**config.mk**
```make
export PLATFORM = sky130hd
export DESIGN_NAME = lfsr_box_picker
export DESIGN_NICKNAME = d
export VERILOG_FILES = /design/src/rtl/lfsr_pkg.sv /design/src/rtl/lfsr_fib.sv /design/src/rtl/lfsr_box_picker.sv
export SDC_FILE = /design/constraint.sdc
export NUM_CORES = 1
export LEC_CHECK = 0
export ABC_CLOCK_PERIOD_IN_PS = 2100
export CAP_MARGIN = 5
export CORE_AREA = 3 3 60 62
export DETAILED_ROUTE_END_ITERATION = 6
export DIE_AREA = 0 0 63 65
export PLACE_DENSITY = 0.73
export SLEW_MARGIN = 30
export SYNTH_ARGS = -nofsm -noshare
export SYNTH_HDL_FRONTEND = slang
export SYNTH_SLANG_ARGS = --single-unit
export TNS_END_PERCENT = 1
```
**constraint.sdc**
```tcl
create_clock -name CLOCK_50 -period 2.1 [get_ports CLOCK_50]
set_clock_uncertainty 0.1 [all_clocks]
set_input_delay 0.42 -clock CLOCK_50 [delete_from_list [all_inputs] [get_ports CLOCK_50]]
set_output_delay 0.42 -clock CLOCK_50 [all_outputs]
set_load 0.03 [all_outputs]
```
**src/rtl/lfsr_pkg.sv**
```systemverilog
// Shared types and constants for the LFSR box picker.
package lfsr_pkg;

  typedef enum logic {
    ST_IDLE = 1'b0,
    ST_DRAW = 1'b1
  } pick_state_t;

  // All-zero is the LFSR lockup state, so a zero seed is replaced by this value.
  localparam int unsigned LOCKUP_SEED = 1;

endpackage

```
**src/rtl/lfsr_fib.sv**
```systemverilog
// Fibonacci LFSR: shift left, feedback = XOR of tapped bits into bit 0.
module lfsr_fib #(
  parameter int unsigned WIDTH     = 8,
  parameter logic [31:0] TAPS      = 32'h0000_00B8,
  parameter logic [31:0] RESET_VAL = 32'd1
) (
  input  logic             CLOCK_50,
  input  logic             reset_signal,
  input  logic             load,
  input  logic [WIDTH-1:0] load_val,
  input  logic             en,
  output logic [WIDTH-1:0] state,
  output logic [WIDTH-1:0] next
);

  logic [WIDTH-1:0] state_q;
  logic [WIDTH-1:0] state_d;

  always_comb begin
    next    = {state_q[WIDTH-2:0], ^(state_q & TAPS[WIDTH-1:0])};
    state_d = state_q;
    if (load) begin
      state_d = load_val;
    end else if (en) begin
      state_d = next;
    end
  end

  always_ff @(posedge CLOCK_50 or posedge reset_signal) begin
    if (reset_signal) begin
      state_q <= RESET_VAL[WIDTH-1:0];
    end else begin
      state_q <= state_d;
    end
  end

  assign state = state_q;

endmodule

```
**src/rtl/lfsr_box_picker.sv**
```systemverilog
// Random target selector: LFSR candidates mapped onto NUM_BOXES by rejection
// sampling, with optional no-repeat rule and bounded-retry fallback.
module lfsr_box_picker
  import lfsr_pkg::*;
#(
  parameter int unsigned WIDTH            = 8,
  parameter logic [31:0] TAPS             = 32'h0000_00B8,
  parameter logic [31:0] SEED_DEFAULT     = 32'd1,
  parameter int unsigned NUM_BOXES        = 5,
  parameter int unsigned BOX_W            = 3,
  parameter int unsigned NO_REPEAT        = 1,
  parameter int unsigned MAX_TRIES        = 16,
  parameter int unsigned USE_COUNTER_SEED = 1,
  parameter int unsigned AUTO_PERIOD      = 0
) (
  input  logic             CLOCK_50,
  input  logic             reset_signal,
  input  logic             req,
  input  logic             seed_load,
  input  logic [WIDTH-1:0] seed_in,
  output logic [BOX_W-1:0] box_out,
  output logic             box_valid,
  output logic             fallback,
  output logic             busy,
  output logic [WIDTH-1:0] lfsr_state
);

  localparam int unsigned TRY_W = (MAX_TRIES > 1) ? $clog2(MAX_TRIES + 1) : 1;
  localparam int unsigned TMR_W = (AUTO_PERIOD > 1) ? $clog2(AUTO_PERIOD) : 1;
  localparam logic [BOX_W:0]   NUM_B    = (BOX_W + 1)'(NUM_BOXES);
  localparam logic [BOX_W-1:0] LAST_BOX = BOX_W'(NUM_BOXES - 1);
  localparam logic [TRY_W-1:0] TRY_LAST = TRY_W'(MAX_TRIES - 1);
  localparam logic [TMR_W-1:0] TMR_LAST = TMR_W'(AUTO_PERIOD - 1);

  pick_state_t      state_q, state_d;
  logic [TRY_W-1:0] try_q, try_d;
  logic [BOX_W-1:0] box_q, box_d;
  logic             last_q, last_d;
  logic             valid_q, valid_d;
  logic             fb_q, fb_d;
  logic [WIDTH-1:0] cnt_q, cnt_d;
  logic [TMR_W-1:0] tmr_q, tmr_d;

  logic             tick;
  logic             lfsr_en;
  logic [WIDTH-1:0] lfsr_next;
  logic [WIDTH-1:0] seed_raw;
  logic [WIDTH-1:0] seed_val;
  logic [BOX_W-1:0] cand;
  logic             accept;

  lfsr_fib #(
    .WIDTH    (WIDTH),
    .TAPS     (TAPS),
    .RESET_VAL(SEED_DEFAULT)
  ) u_lfsr (
    .CLOCK_50    (CLOCK_50),
    .reset_signal(reset_signal),
    .load        (seed_load),
    .load_val    (seed_val),
    .en          (lfsr_en),
    .state       (lfsr_state),
    .next        (lfsr_next)
  );

  always_comb begin
    cnt_d    = cnt_q + WIDTH'(1);
    tick     = (AUTO_PERIOD != 0) && (tmr_q == TMR_LAST);
    tmr_d    = '0;
    if ((AUTO_PERIOD != 0) && !tick) begin
      tmr_d = tmr_q + TMR_W'(1);
    end
    seed_raw = (USE_COUNTER_SEED != 0) ? cnt_q : seed_in;
    seed_val = (seed_raw == '0) ? WIDTH'(LOCKUP_SEED) : seed_raw;
    cand     = lfsr_next[BOX_W-1:0];
    accept   = ({1'b0, cand} < NUM_B) &&
               !((NO_REPEAT != 0) && last_q && (cand == box_q));
  end

  always_comb begin
    state_d = state_q;
    try_d   = try_q;
    box_d   = box_q;
    last_d  = last_q;
    valid_d = 1'b0;
    fb_d    = 1'b0;
    lfsr_en = 1'b0;
    // seed_load pre-empts everything, including a same-cycle request.
    if (seed_load) begin
      state_d = ST_IDLE;
    end else begin
      unique case (state_q)
        ST_IDLE: begin
          if (req || tick) begin
            state_d = ST_DRAW;
            try_d   = '0;
          end
        end
        ST_DRAW: begin
          lfsr_en = 1'b1;
          if (accept) begin
            box_d   = cand;
            last_d  = 1'b1;
            valid_d = 1'b1;
            state_d = ST_IDLE;
          end else if (try_q == TRY_LAST) begin
            box_d   = last_q ? ((box_q == LAST_BOX) ? '0 : box_q + BOX_W'(1)) : '0;
            last_d  = 1'b1;
            valid_d = 1'b1;
            fb_d    = 1'b1;
            state_d = ST_IDLE;
          end else begin
            try_d = try_q + TRY_W'(1);
          end
        end
        default: state_d = ST_IDLE;
      endcase
    end
  end

  always_ff @(posedge CLOCK_50 or posedge reset_signal) begin
    if (reset_signal) begin
      state_q <= ST_IDLE;
      try_q   <= '0;
      box_q   <= '0;
      last_q  <= 1'b0;
      valid_q <= 1'b0;
      fb_q    <= 1'b0;
      cnt_q   <= '0;
      tmr_q   <= '0;
    end else begin
      state_q <= state_d;
      try_q   <= try_d;
      box_q   <= box_d;
      last_q  <= last_d;
      valid_q <= valid_d;
      fb_q    <= fb_d;
      cnt_q   <= cnt_d;
      tmr_q   <= tmr_d;
    end
  end

  assign box_out   = box_q;
  assign box_valid = valid_q;
  assign fallback  = fb_q;
  assign busy      = (state_q == ST_DRAW);

endmodule
```
==> flow_summary_export.csv, run 1 <==
group,metric,value,unit
placed_design,dpl_cell_area,1760,um^2
setup_path,crit_cells,2,
sta,fin_crit_sh,96.6,%
cells_and_area,multi_input_area,712,um^2
sta,fmax,493,MHz
synth,avgSynthCellArea,10.9,um^2
synth,syn_area,1470,um^2
power_and_ir_drop,power_density,940,nW/um^2
route,viasPerCell,4.91,
cts,clk_pin_slew,0.15,ns
synth,synth.top_cell.area_share,45.9,%
power_and_ir_drop,p_leak,0.844,nW
power_and_ir_drop,vdd_drop_max,0.447,mV
setup_path,crit_type,"flip-flop to primary output",
setup_path,reg2reg_from,"u_lfsr.state[7]$_DFFE_PP0P_",
synth,synth_top_family_by_area,"simple AND/OR/NAND/NOR gates",
setup_path,slowest_stage,"clkdlybuf4s50_1",
setup_path,crit_chain,"buf_4 > clkdlybuf4s50_1",
synth,synth_compound_area_share,10.9,%
cells_and_area,drive_gt1_share,24.0,%
placed_design,place_congestion,0.777,
grt,antenna_found_initial,0,
setup_path,regToRegSetupSlack,0.07,ns
route,ant_nets,0,
floorplanning,core_area,3080,um^2
synth,ys_seq_area_share,47.7,%
sta,final-hold-violation-count,0,
setup_path,critPathMaxStageDelay,0.66,ns
power_and_ir_drop,intPower,1.14,mW
cts,clk-insertion-delay-late,0.33,ns
cts,cts_tree,"yes",
setup_path,worst-endpoint-arrival,1.51,ns
floorplanning,die_w,63,um
floorplanning,start_util,47.8,%
setup_path,critPathLaunchType,"flip-flop",
grt,grt-ovfl-total,0,
synth,ys_warn_count,0,
route,drtIter0Drc,10,
setup_path,rr_worst_depth,6,
cts,htreeDepth,1,
floorplanning,fp.dieArea,4100,um^2
cts,clk_path_buf_depth,2,
synth,yosys-mux-area-fraction,9.27,%
cells_and_area,fill_cells,267,
power_and_ir_drop,clkPwrFrac,20.4,%
cells_and_area,regArea,707,um^2
floorplanning,rows,20,
sta,min_period,2.03,ns
synth,synth_fp_nets,153,
sta,whs,0.323,ns
power_and_ir_drop,power_switching,0.611,mW
setup_path,worst_setup_path_end_kind,"primary output",
cells_and_area,antennaDiodeCount,0,
grt,track_usage,14.2,%
synth,synthAdderAreaFrac,5.10,%
placed_design,place_ws,-0.157,ns
grt,grt_first_pass_wirelength,4590,um
route,route.detailed.drc,0,
synth,synth_cell_types,41,
setup_path,critPathMaxFanout,3,
cts,cts-root-buf,"clkbuf_4",
min_path,hold_class,"input port to asynchronous set/reset pin",
power_and_ir_drop,p_comb_share,40.9,%
synth,yosys.area.top_type,"dfrtp_1",
setup_path,critPathLaunch,"u_lfsr.state[3]$_DFFE_PP0P_",
power_and_ir_drop,switching_share,35.0,%
cells_and_area,synthToLayoutAreaGrowth,26.4,%
route,vias,1036,
grt,grt_pass1_vias,1017,
sta,worstMarginPinSlew,0.374,ns
sta,setup_violations,0,
setup_path,reg2reg_to,"try_q[2]$_DFFE_PP0P_",
grt,grt_max_degree,29,
synth,synthCells,135,
job,max_cap_viol_count,0,
sta,rsz0062_at_grt,"true",
sta,report.final.slew_viol_count,0,
route,avgRoutedWirePerCell,12.8,um
outcome,outcome,"complete, no violations",
setup_path,critPathBufInv,2,
floorplanning,die_y,65,um
floorplanning,pin_count,26,
sta,fin_ws,0.0718,ns
placed_design,io_buffers,17,
setup_path,path_delay_family,"buffers and inverters",
route,wl,2710,um
synth,synth_simple_gate_area_share,15.2,%
cts,cts_inserted_buffers,3,
cells_and_area,final_util,60.4,%
synth,synth-xor-area-share,6.55,%
sta,relSlewSlack,74.9,%
placed_design,post-dp-hpwl,1980,um
power_and_ir_drop,pwr-share-seq,38.7,%
setup_path,required,1.58,ns
cts,cts.sinks,28,
route,first_pass_iters,4,
cells_and_area,design_area,1860,um^2
cells_and_area,nets,186,
synth,synth.ff_latch_count,28,
synth,synth.area.top_cells,"dfrtp_1 (46%), mux2i_1 (7.5%), ha_1 (5.1%)",
state kept, by name, indices dropped and copies added (netlist names):
name	count
cnt_q	8
busy	1
try_q	5
box_out	3
fallback	1
u_lfsr.state	8
last_q	1
box_valid	1
synthesized netlist by cell type (all sizes together):
cell,number
nand3b,2
a21boi,1
or2b,1
nand4,3
inv,9
dfstp,1
a31oi,1
buf,3
nor4,1
a31o,1
or2,1
xnor2,8
nand2b,2
xor2,3
and3,4
clkbuf,2
dfrtp,27
mux2,2
and4b,1
a211o,1
nor3,1
o22ai,1
nand3,5
nand2,14
nor2,6
a311oi,1
o21ai,10
ha,6
o22a,1
a32o,1
a21o,1
mux2i,11
a21oi,3
per-layer routing:
layer  global-route usage [%]  up-vias  share of wire (%)
met5                        0        -                  0
met4                     3.86        0               0.78
met3                     3.81        2                3.4
met2                     26.4       15                 52
met1                     16.0      490                 44
li1                         -      529                  -
how the worst max path moves through the flow:
stage	to	slack [ns]
2_1_floorplan	try_q[3]$_DFFE_PP0P_	0.03
3_3_place_gp	try_q[0]$_DFFE_PP0P_	-0.12
3_5_place_dp	try_q[0]$_DFFE_PP0P_	-0.16
4_1_cts	try_q[0]$_DFFE_PP0P_	-0.005
5_1_grt	try_q[0]$_DFFE_PP0P_	-0.03
6_report	lfsr_state[3]	0.07
cell type report:
type | instances | area share (%)
multi-input combinational | 93 | 38.3
sequential | 28 | 38.0
clock buffer | 3 | 1.21
tap | 44 | 2.96
inverter | 9 | 1.82
timing repair buffer | 33 | 16.1
clock inverter | 1 | 1.62
power groups by stage:
| stage | clock network [mW] | logic, mW | registers (mW) |
|---|---|---|---|
| detailed placement | 0 | 0.698 | 0.685 |
| global placement | 0 | 0.673 | 0.683 |
| finish | 0.357 | 0.715 | 0.676 |
| CTS | 0.364 | 0.696 | 0.675 |
| global route | 0.389 | 0.784 | 0.686 |
| floorplan | 0 | 0.356 | 0.782 |
placed cells by master (no fill, tap or decap), types with 2 or more instances in the layout:
| cell | count |
|---|---|
| ha_2 | 2 |
| o21ai_0 | 9 |
| nand2b_1 | 2 |
| dfrtp_1 | 23 |
| xnor2_1 | 6 |
| buf_4 | 15 |
| nor2_1 | 5 |
| nand2_1 | 14 |
| clkbuf_4 | 3 |
| xor2_1 | 3 |
| clkdlybuf4s50_1 | 12 |
| mux2i_1 | 11 |
| nand4_1 | 3 |
| a21oi_1 | 2 |
| and3_1 | 3 |
| dlymetal6s2s_1 | 3 |
| dfrtp_2 | 4 |
| ha_1 | 4 |
| nand3_1 | 4 |
| nand3b_1 | 2 |
| inv_1 | 9 |
| dlygate4sd2_1 | 2 |
| xnor2_2 | 2 |
worst reg2reg max path, cell delays in order (launching register included):
cell and delay (ns):
dfrtp_2 0.44, xor2_1 0.24, xnor2_2 0.17, mux2_4 0.35, a311oi_4 0.29, a21oi_1 0.12, a31o_2 0.22
logic make-up after synthesis:
group                      after synthesis
AOI/OAI and AO/OA                       22
buffers and inverters                   14
xor gates and xnor gates                11
muxes                                   13
adders and majority gates                6
and+or+nand+nor                         41
DFF                                     28
per-stage QoR:
stage          setup TNS (ns)  total power, mW  cells
5_1_grt               -0.0347             1.86    211
3_3_place_gp           -0.529             1.36    205
6_report                    0             1.75    211
4_1_cts              -0.00534             1.73    209
3_5_place_dp           -0.642             1.38    205
2_1_floorplan               0             1.14    135
timing repair:
item,4_1_cts,5_1_grt
hold buffers,0,0
pin swaps,1,2
gates resized for setup,2,9
endpoints found under the setup margin,4,11
setup buffers,0,2
No activity file was read; power rests on OpenSTA's default activity.
==> run 2: changes to the inputs <==
GPL_ROUTABILITY_DRIVEN = 0   (was default)
==> results of run 2 <==
Final layout, timing and power as in run 1 (identical DEF).
==> run 3: changes to the inputs <==
SETUP_SLACK_MARGIN = 0.15   (was default)
==> run 3 against run 2 <==
Against the previous run:
- count of clock-buffer cells in the layout did not move
- global-route usage fell by 0.44 points
- die area did not move
- via count fell by 0.39%
- worst hold slack improved by 0.015 ns
- critical endpoint is now try_q[3]$_DFFE_PP0P_
- largest cell class unchanged
- largest power group is now registers
==> flow_summary_export.csv, run 3 (same netlist as run 1, synthesis figures left out) <==
group,metric,value,unit
route,route.detailed.drc,0,
floorplanning,start_util,47.8,%
route,vias,1032,
grt,grt_pass1_vias,1034,
floorplanning,core_area,3080,um^2
route,avgRoutedWirePerCell,12.4,um
outcome,outcome,"complete, no violations",
route,ant_nets,0,
floorplanning,pin_count,26,
cells_and_area,drive_gt1_share,24.2,%
route,first_pass_iters,4,
placed_design,io_buffers,17,
job,max_cap_viol_count,0,
min_path,hold_class,"input port to asynchronous set/reset pin",
power_and_ir_drop,power_density,921,nW/um^2
power_and_ir_drop,switching_share,35.0,%
power_and_ir_drop,clkPwrFrac,20.5,%
setup_path,critPathLaunch,"u_lfsr.state[3]$_DFFE_PP0P_",
grt,antenna_found_initial,0,
grt,grt-ovfl-total,0,
grt,track_usage,13.8,%
floorplanning,fp.dieArea,4100,um^2
placed_design,dpl_cell_area,1760,um^2
sta,rsz0062_at_grt,"true",
power_and_ir_drop,p_leak,0.833,nW
grt,grt_first_pass_wirelength,4550,um
cts,cts.sinks,28,
cts,clk-insertion-delay-late,0.32,ns
placed_design,place_ws,-0.158,ns
setup_path,critPathMaxStageDelay,0.45,ns
sta,fmax,489,MHz
setup_path,worst-endpoint-arrival,2.17,ns
sta,relSlewSlack,72.6,%
setup_path,crit_chain,"xor2_2 > xnor2_2 > mux2_4 > a311oi_4 > buf_4 > a21o_4 > a21oi_2",
power_and_ir_drop,power_switching,0.593,mW
sta,setup_violations,0,
placed_design,post-dp-hpwl,1950,um
cells_and_area,nets,184,
cts,cts-root-buf,"clkbuf_4",
cts,clk_pin_slew,0.15,ns
power_and_ir_drop,vdd_drop_max,0.524,mV
cells_and_area,final_common_cell,"dfrtp_1",
cells_and_area,synthToLayoutAreaGrowth,25.1,%
power_and_ir_drop,intPower,1.10,mW
floorplanning,die_y,65,um
sta,report.final.slew_viol_count,0,
cts,clk_path_buf_depth,2,
power_and_ir_drop,pwr-share-seq,40.1,%
setup_path,critPathMaxFanout,4,
setup_path,critPathLaunchType,"flip-flop",
power_and_ir_drop,p_total,1.70,mW
cells_and_area,antennaDiodeCount,0,
cts,cts_tree,"yes",
cells_and_area,mostFrequentLayoutCells,"dfrtp_1 (23), buf_4 (13), nand2_1 (12), dlygate4sd2_1 (12), mux2i_1 (11)",
cells_and_area,design_area,1840,um^2
sta,tns,0,ns
grt,grt_max_degree,29,
setup_path,crit_type,"flip-flop to flip-flop",
route,viasPerCell,4.94,
power_and_ir_drop,p_comb_share,39.4,%
sta,worstMarginPinSlew,0.408,ns
sta,fin_ws,0.0531,ns
sta,min_period,2.05,ns
route,drtIter0Drc,43,
sta,fin_crit_sh,97.5,%
route,wl,2600,um
setup_path,worst_setup_path_end_kind,"flip-flop",
sta,final-hold-violation-count,0,
cts,cts_inserted_buffers,3,
setup_path,required,2.23,ns
sta,whs,0.337,ns
setup_path,reg2reg_from,"u_lfsr.state[3]$_DFFE_PP0P_",
floorplanning,die_w,63,um
setup_path,slowest_stage,"dfrtp_2",
floorplanning,rows,20,
cts,htreeDepth,1,
==> run 3: cell types whose count changed in the layout (fill, tap and decap cells not counted), sizes merged <==
| cell | before | now |
|---|---|---|
| dlymetal6s2s | 3 | 0 |
| clkdlybuf4s50 | 12 | 5 |
| buf | 16 | 14 |
| dlygate4sd2 | 2 | 12 |
==> run 3: layout make-up <==
class                           count  area, um^2
Multi-Input combinational cell     93         728
Sequential cell                    28         707
Clock buffer                        3        22.5
Timing Repair Buffer               31         264
Fill cell                         281        1240
Tap cell                           44        55.1
Clock inverter                      1        30.0
Inverter                            9        33.8
==> run 3: layer usage <==
layer / vias up / global-route usage [%] / wire [um]
met4: 0 / 1.65 / 10
met2: 11 / 25.8 / 1390
li1: 524 / - / -
met1: 495 / 16.0 / 1130
met3: 2 / 3.81 / 68
met5: - / 0 / 0
==> run 3: final timing paths <==
check / cells past startpoint / slack (ns) / endpoint
max in group asynchronous: 3 / 1.26 / u_lfsr.state[0]$_DFFE_PP1P_
min: 3 / 0.34 / u_lfsr.state[4]$_DFFE_PP0P_
max: 7 / 0.05 / try_q[3]$_DFFE_PP0P_
max reg2reg: 7 / 0.05 / try_q[3]$_DFFE_PP0P_
min in group CLOCK_50: 1 / 0.42 / cnt_q[7]$_DFF_PP0_
min reg2reg: 1 / 0.42 / cnt_q[7]$_DFF_PP0_
==> run 3: power by group through the flow <==
stage	logic [mW]	clock network, mW	registers [mW]
3_5_place_dp	0.684	0	0.692
6_report	0.668	0.347	0.680
5_1_grt	0.734	0.381	0.697
3_3_place_gp	0.668	0	0.683
4_1_cts	0.662	0.362	0.680
2_1_floorplan	0.356	0	0.782
==> run 3: stage by stage <==
stage	instances	utilization (%)
3_5_place_dp	204	57.0
6_report	209	59.8
4_1_cts	208	58.9
3_3_place_gp	204	57.0
5_1_grt	209	59.8
2_1_floorplan	135	-
==> run 3: timing repair <==
item | CTS | global route
gates resized for setup | 15 | 6
endpoints found under the setup margin | 22 | 10
setup buffers | 0 | 1
pin swaps | 1 | 6
hold buffers | 0 | 0
==> run 3: critical path: cells and delay by family, from the launching register on <==
kind | cells | cell delay, ns
AOI/OAI and AO/OA | 3 | 0.44
DFF | 1 | 0.45
xor gates and xnor gates | 2 | 0.42
muxes | 1 | 0.36
buffers and inverters | 1 | 0.18
